File: src/rtl/simd_ctrl_pkg.sv
// Shared types for the simd_processor run controller.
package simd_ctrl_pkg;

   typedef enum logic [2:0] {IDLE, LOAD, PRIME, RUN, DONE} run_state_t;

   localparam logic CORE_RESET_ACTIVE = 1'b1;

endpackage

File: src/rtl/simd_run_ctrl_sat_counter.sv
// sat_counter: up-counter with synchronous clear that sticks at all-ones.
module sat_counter #(
   parameter int WIDTH = 32
) (
   input  logic             clk,
   input  logic             reset,
   input  logic             i_clr,
   input  logic             i_inc,
   output logic [WIDTH-1:0] o_count
);

   localparam logic [WIDTH-1:0] ONE = {{(WIDTH-1){1'b0}}, 1'b1};

   logic [WIDTH-1:0] r_count;

   always_ff @(posedge clk) begin
      if (reset || i_clr) begin
         r_count <= '0;
      end else if (i_inc && (r_count != {WIDTH{1'b1}})) begin
         r_count <= r_count + ONE;
      end
   end

   assign o_count = r_count;

endmodule

File: src/rtl/simd_run_ctrl.sv
// Run sequencer: streams a program into imem, runs the core, stops on halt-PC or timeout.
// Optional RUN_CTRL_CHECKSUM_EN adds a running sum of loaded words on load_checksum.
module simd_run_ctrl
   import simd_ctrl_pkg::*;
#(
   parameter int          ADDR_W     = 10,
   parameter logic [31:0] HALT_PC    = 32'h0000_0FFC,
   parameter logic [31:0] MAX_CYCLES = 32'd1_000_000
) (
   input  logic              clk,
   input  logic              reset,
   input  logic              start,
   input  logic              load_valid,
   input  logic [31:0]       load_data,
   input  logic              load_last,
   output logic              load_ready,
   output logic              imem_we,
   output logic [ADDR_W-1:0] imem_addr,
   output logic [31:0]       imem_wdata,
   output logic              core_reset,
   input  logic [31:0]       pcF,
   output logic              busy,
   output logic              done,
   output logic              timeout,
   output logic [31:0]       cycle_count,
`ifdef RUN_CTRL_CHECKSUM_EN
   output logic [31:0]       load_checksum,
`endif
   output logic [ADDR_W:0]   word_count
);

   localparam logic [ADDR_W:0] LAST_IDX = {1'b0, {ADDR_W{1'b1}}};
   localparam logic [ADDR_W:0] WC_ONE   = {{ADDR_W{1'b0}}, 1'b1};

   run_state_t r_state;
   run_state_t w_next;
   logic       w_hs;
   logic       w_clr;
   logic       w_halt;

   assign w_hs   = load_valid & load_ready;
   assign w_halt = (pcF == HALT_PC);

   always_ff @(posedge clk) begin
      if (reset) r_state <= IDLE;
      else       r_state <= w_next;
   end

   always_comb begin
      w_next = r_state;
      w_clr  = 1'b0;
      unique case (r_state)
         IDLE, DONE: begin
            if (start) begin
               w_next = LOAD;
               w_clr  = 1'b1;
            end
         end
         LOAD: begin
            // The capacity exit takes the word that fills the last slot.
            if (w_hs && (load_last || (word_count == LAST_IDX))) w_next = PRIME;
         end
         PRIME:   w_next = RUN;
         RUN: begin
            if (w_halt || (cycle_count == MAX_CYCLES - 32'd1)) w_next = DONE;
         end
         default: w_next = IDLE;
      endcase
   end

   // Status outputs are decoded from the next state so they line up with r_state.
   always_ff @(posedge clk) begin
      if (reset) begin
         load_ready <= 1'b0;
         busy       <= 1'b0;
         done       <= 1'b0;
         core_reset <= CORE_RESET_ACTIVE;
         imem_we    <= 1'b0;
         imem_addr  <= '0;
         imem_wdata <= '0;
         word_count <= '0;
         timeout    <= 1'b0;
      end else begin
         load_ready <= (w_next == LOAD);
         busy       <= (w_next == LOAD) || (w_next == PRIME) || (w_next == RUN);
         done       <= (w_next == DONE);
         core_reset <= (w_next == RUN) ? ~CORE_RESET_ACTIVE : CORE_RESET_ACTIVE;
         imem_we    <= w_hs;
         if (w_hs) begin
            imem_addr  <= word_count[ADDR_W-1:0];
            imem_wdata <= load_data;
            word_count <= word_count + WC_ONE;
         end
         if (w_clr) begin
            word_count <= '0;
            timeout    <= 1'b0;
         end else if ((r_state == RUN) && (w_next == DONE)) begin
            timeout    <= ~w_halt;
         end
      end
   end

   sat_counter #(.WIDTH(32)) u_cycle_cnt (
      .clk     (clk),
      .reset   (reset),
      .i_clr   (w_clr),
      .i_inc   (r_state == RUN),
      .o_count (cycle_count)
   );

`ifdef RUN_CTRL_CHECKSUM_EN
   logic [31:0] r_csum;

   always_ff @(posedge clk) begin
      if (reset || w_clr) r_csum <= '0;
      else if (w_hs)      r_csum <= r_csum + load_data;
   end

   assign load_checksum = r_csum;
`endif

endmodule
File: config.mk
export PLATFORM = sky130hd
export DESIGN_NAME = simd_run_ctrl
export DESIGN_NICKNAME = d
export VERILOG_FILES = /design/src/rtl/simd_ctrl_pkg.sv /design/src/rtl/simd_run_ctrl_sat_counter.sv /design/src/rtl/simd_run_ctrl.sv
export SDC_FILE = /design/constraint.sdc
export NUM_CORES = 1
export LEC_CHECK = 0
export CAP_MARGIN = 20
export CORE_MARGIN = 3
export CORE_UTILIZATION = 44
export DETAILED_ROUTE_END_ITERATION = 10
export GPL_TIMING_DRIVEN = 0
export PLACE_DENSITY = 0.85
export SYNTH_ARGS = -nofsm -noshare
export SYNTH_HDL_FRONTEND = slang
export SYNTH_HIERARCHICAL = 1
export SYNTH_SLANG_ARGS = --single-unit
File: constraint.sdc
create_clock -name clk -period 2.6 [get_ports clk]
set_clock_uncertainty 0.1 [all_clocks]
set_input_delay 0.26 -clock clk [delete_from_list [all_inputs] [get_ports clk]]
set_output_delay 0.26 -clock clk [all_outputs]
set_load 0.05 [all_outputs]
==> metrics <==
cell count after synthesis=493; post-synthesis compound-gate area fraction=18.2%; post-CTS repair timing setup buffer count=0; mean routed wirelength per cell=15.5 µm; met1 usage=27.4%; io pins=160; Layout fillers=722; Die X=103 µm; Max clock buf depth=2; largest family of logic cells by synthesized area=simple AND/OR/NAND/NOR gates; antenna violations before repair=0; HPWL Detailed=roughly 9100 µm; RR Startpoint=r_state[1]; Die Ht=roughly 100 µm; met2 Use GR=40.6%; global routing usage on met3=approximately 4.9%; origin of the worst setup path=r_state[1]; max-cap viol count=0; Post-Route WL=12,000 µm; root buffer cell=clkbuf_8; largest net degree at the start of global routing=19; most utilized layer in the global route result=met2; endpoint type of the worst setup path=flop; P_sw=0.939 mW; Hold Slack=between 300 and 400 ps; Final Hold Viols=0; global-route wire length before repair=roughly 19,000 µm; # H-tree levels=3; overall routing resource usage=22.8%; Seq. cell area=~1900 µm²; RSZ-0062 raised after global routing=no; core area=8890 µm²; post-synthesis adder-cell area fraction=less than 1%; 1st-pass router iterations=5; ANT nets after route=0; Worst VDD drop=0.333 mV; Initial Utilization=a little under half; final cycle utilization of the critical path=between 90% and 100%; FP Rows=34; FMAX=407 MHz; diode count=0; Crit Path Max Fanout=10; Synth Area in Simple Gates=29.1%; number of flops mapped to enable cells by yosys=0; routed vias/inst=5.55; critical path type=reg -> reg; Nets=734; Hold Crit Depth=3; Rel. slew slack=~50%; GP Congestion=0.883; Clock Power Share=30.7%; residual DRC count=0; post-layout minimum cycle time=2460 ps; Internal Power=2.09 mW; Least-Margin Pin Slew=741 ps; area grow syn2layout=46.5%; Cell variety after synth=55; Seq/Total Area, Yosys=a little under half; sw frac=between 30 and 40%; Setup crit end=u_cycle_cnt/o_count[17]; Yosys Warn Count=6; total leakage power=1.88 nW; worst path required time=between 2000 and 3000 ps; Starting DRT DRC Count=137; Synth Area in XOR/XNOR=2.34%; grt total ovfl=0; I/O Buffers=159; Vias=4,304; ys flop type=dfxtp_1; Reg-to-Reg End=u_cycle_cnt/o_count[17]; Clk Latency, worst-skew pair=360 ps; Worst R2R Path Depth=8; pwr dens=501 nW/µm²; status=finished, final reports clean; max-slew violations=0; TritonCTS Buffers=9; share of cells above drive strength 1=slightly below 8%; post-synthesis mux area share=0.243%; Combinational Power Share=19.3%; final setup fails=0; Mean Syn Cell Area=~8.4 µm²; Startpoint Class=flop; WP data arrival=2650 ps; HP Class=in -> reg; setup_tns=0 ps; mapped cell area=4120 µm²; area of the multi-input gates=roughly 2100 µm²; die footprint=roughly 11,000 µm²; number of global-route vias before repair=~4,200; sequential share of power=50.0%; CTS tree=done; CTS Sinks=94; R2R setup slack=around 140 ps; Worst-path clk slew=approximately 100 ps; Syn Nets=564; Yosys reg bits=94; ys async rst share=0%
cells in the final DEF (no fill, tap or decap), types with 5 or more instances in the layout:
cell             count
inv_1                5
a21oi_1             70
nand2_1            110
nand3_1             12
dfxtp_1             94
or3_1               18
or4_1                9
a21oi_2              7
o21ai_0             12
nand4_1             15
o21ai_1              8
nor4b_1              5
clkbuf_8             9
xnor2_1              7
o31ai_1             11
clkdlybuf4s50_1    159
nor4_1               9
nor2_1              16
clkbuf_1            21
synth_stat cells, types with 2 or more instances:
library cell | instances | area [µm²]
ha_1 | 2 | 25.0
a21oi_2 | 7 | 61.3
or2_2 | 3 | 18.8
nand4_1 | 15 | 93.8
xnor2_1 | 7 | 61.3
xor2_1 | 4 | 35.0
nor3_1 | 3 | 15.0
o31ai_1 | 11 | 82.6
a211oi_1 | 2 | 15.0
and2_1 | 3 | 18.8
nor4_1 | 9 | 56.3
nand2_2 | 2 | 12.5
inv_1 | 5 | 18.8
and4_4 | 2 | 22.5
buf_6 | 4 | 45.0
dfxtp_1 | 94 | 1880
nor4b_1 | 5 | 43.8
nand2_1 | 110 | 413
or3_2 | 4 | 30.0
o21ai_1 | 8 | 40.0
or4_1 | 9 | 67.6
o31ai_4 | 2 | 42.5
and3_2 | 2 | 15.0
clkbuf_1 | 21 | 78.8
or3_1 | 18 | 113
a21oi_1 | 70 | 350
nand4b_1 | 2 | 17.5
nor2b_1 | 2 | 12.5
o21ai_0 | 12 | 60.1
and4_1 | 4 | 35.0
nand3_1 | 12 | 60.1
nor2_1 | 16 | 60.1
per-stage QoR:
| stage | cells | setup WS [ps] | utilization [%] | total power, mW | cell area, µm² |
|---|---|---|---|---|---|
| 6_report | 776 | 142 | 67.9 | 3.03 | 6040 |
| 5_1_grt | 776 | 11.3 | 67.9 | 3.16 | 6040 |
| 4_1_cts | 776 | 38.1 | 67.9 | 3.06 | 6040 |
| 3_5_place_dp | 760 | 29.5 | 65.8 | 2.13 | 5850 |
| 3_3_place_gp | 760 | 118 | 65.8 | 2.11 | 5850 |
| 2_1_floorplan | 493 | 212 | - | 1.88 | 4120 |
power by group through the flow:
stage	Combinational (mW)	Clock, mW	Sequential [mW]
floorplan	0.184	0	1.70
global placement	0.570	0	1.54
detailed placement	0.581	0	1.55
CTS	0.584	0.957	1.52
global route	0.622	1.01	1.52
finish	0.583	0.929	1.51
registers in the layout (all words and copies together) (netlist names), 3 cells and up:
register / flops
r_state: 3
word_count: 11
imem_wdata: 32
u_cycle_cnt/o_count: 32
imem_addr: 10
how the worst min path moves through the flow:
stage                         from             end  slack, ps
detailed placement  imem_wdata[29]  imem_wdata[29]        350
CTS                  load_data[21]  imem_wdata[21]        320
finish               load_data[26]  imem_wdata[26]        330
global placement    imem_wdata[30]  imem_wdata[30]        340
global route         load_data[16]  imem_wdata[16]        320
floorplan             load_data[0]   imem_wdata[0]        300
cell type report:
class	instances	share of cell area (%)
flip-flops and latches	94	31.2
multi-input cells	366	34.5
clock inverters	7	1.08
inverters	5	0.311
clock buffers	9	2.05
plain buffers	28	2.34
well taps	108	2.24
repair buffers	159	26.3
per-layer routing:
layer,up-vias,share of wire (%)
li1,2107,-
met2,148,50
met5,-,0
met4,0,1.9
met1,2025,41
met3,24,6.8
logic make-up after synthesis:
logic type	Yosys count
and+or+nand+nor	231
AOI/OAI and AO/OA	121
buffers and inverters	33
adders and majority gates	2
xor gates and xnor gates	11
muxes	1
DFF	94
critical path, stage by stage (launching register included):
cell and delay, ps:
dfxtp_1 320, clkbuf_1 290, nor2b_1 240, and2_2 290, and3_4 250, o311ai_4 150
buf_6 190, or3_2 430, a21oi_2 140
repair_timing:
| action | 4_1_cts | 5_1_grt |
|---|---|---|
| resized for setup | 0 | 1 |
| hold buffers | 0 | 0 |
| endpoints found under the setup margin | 0 | 2 |
No activity file was read; power rests on OpenSTA's default activity.
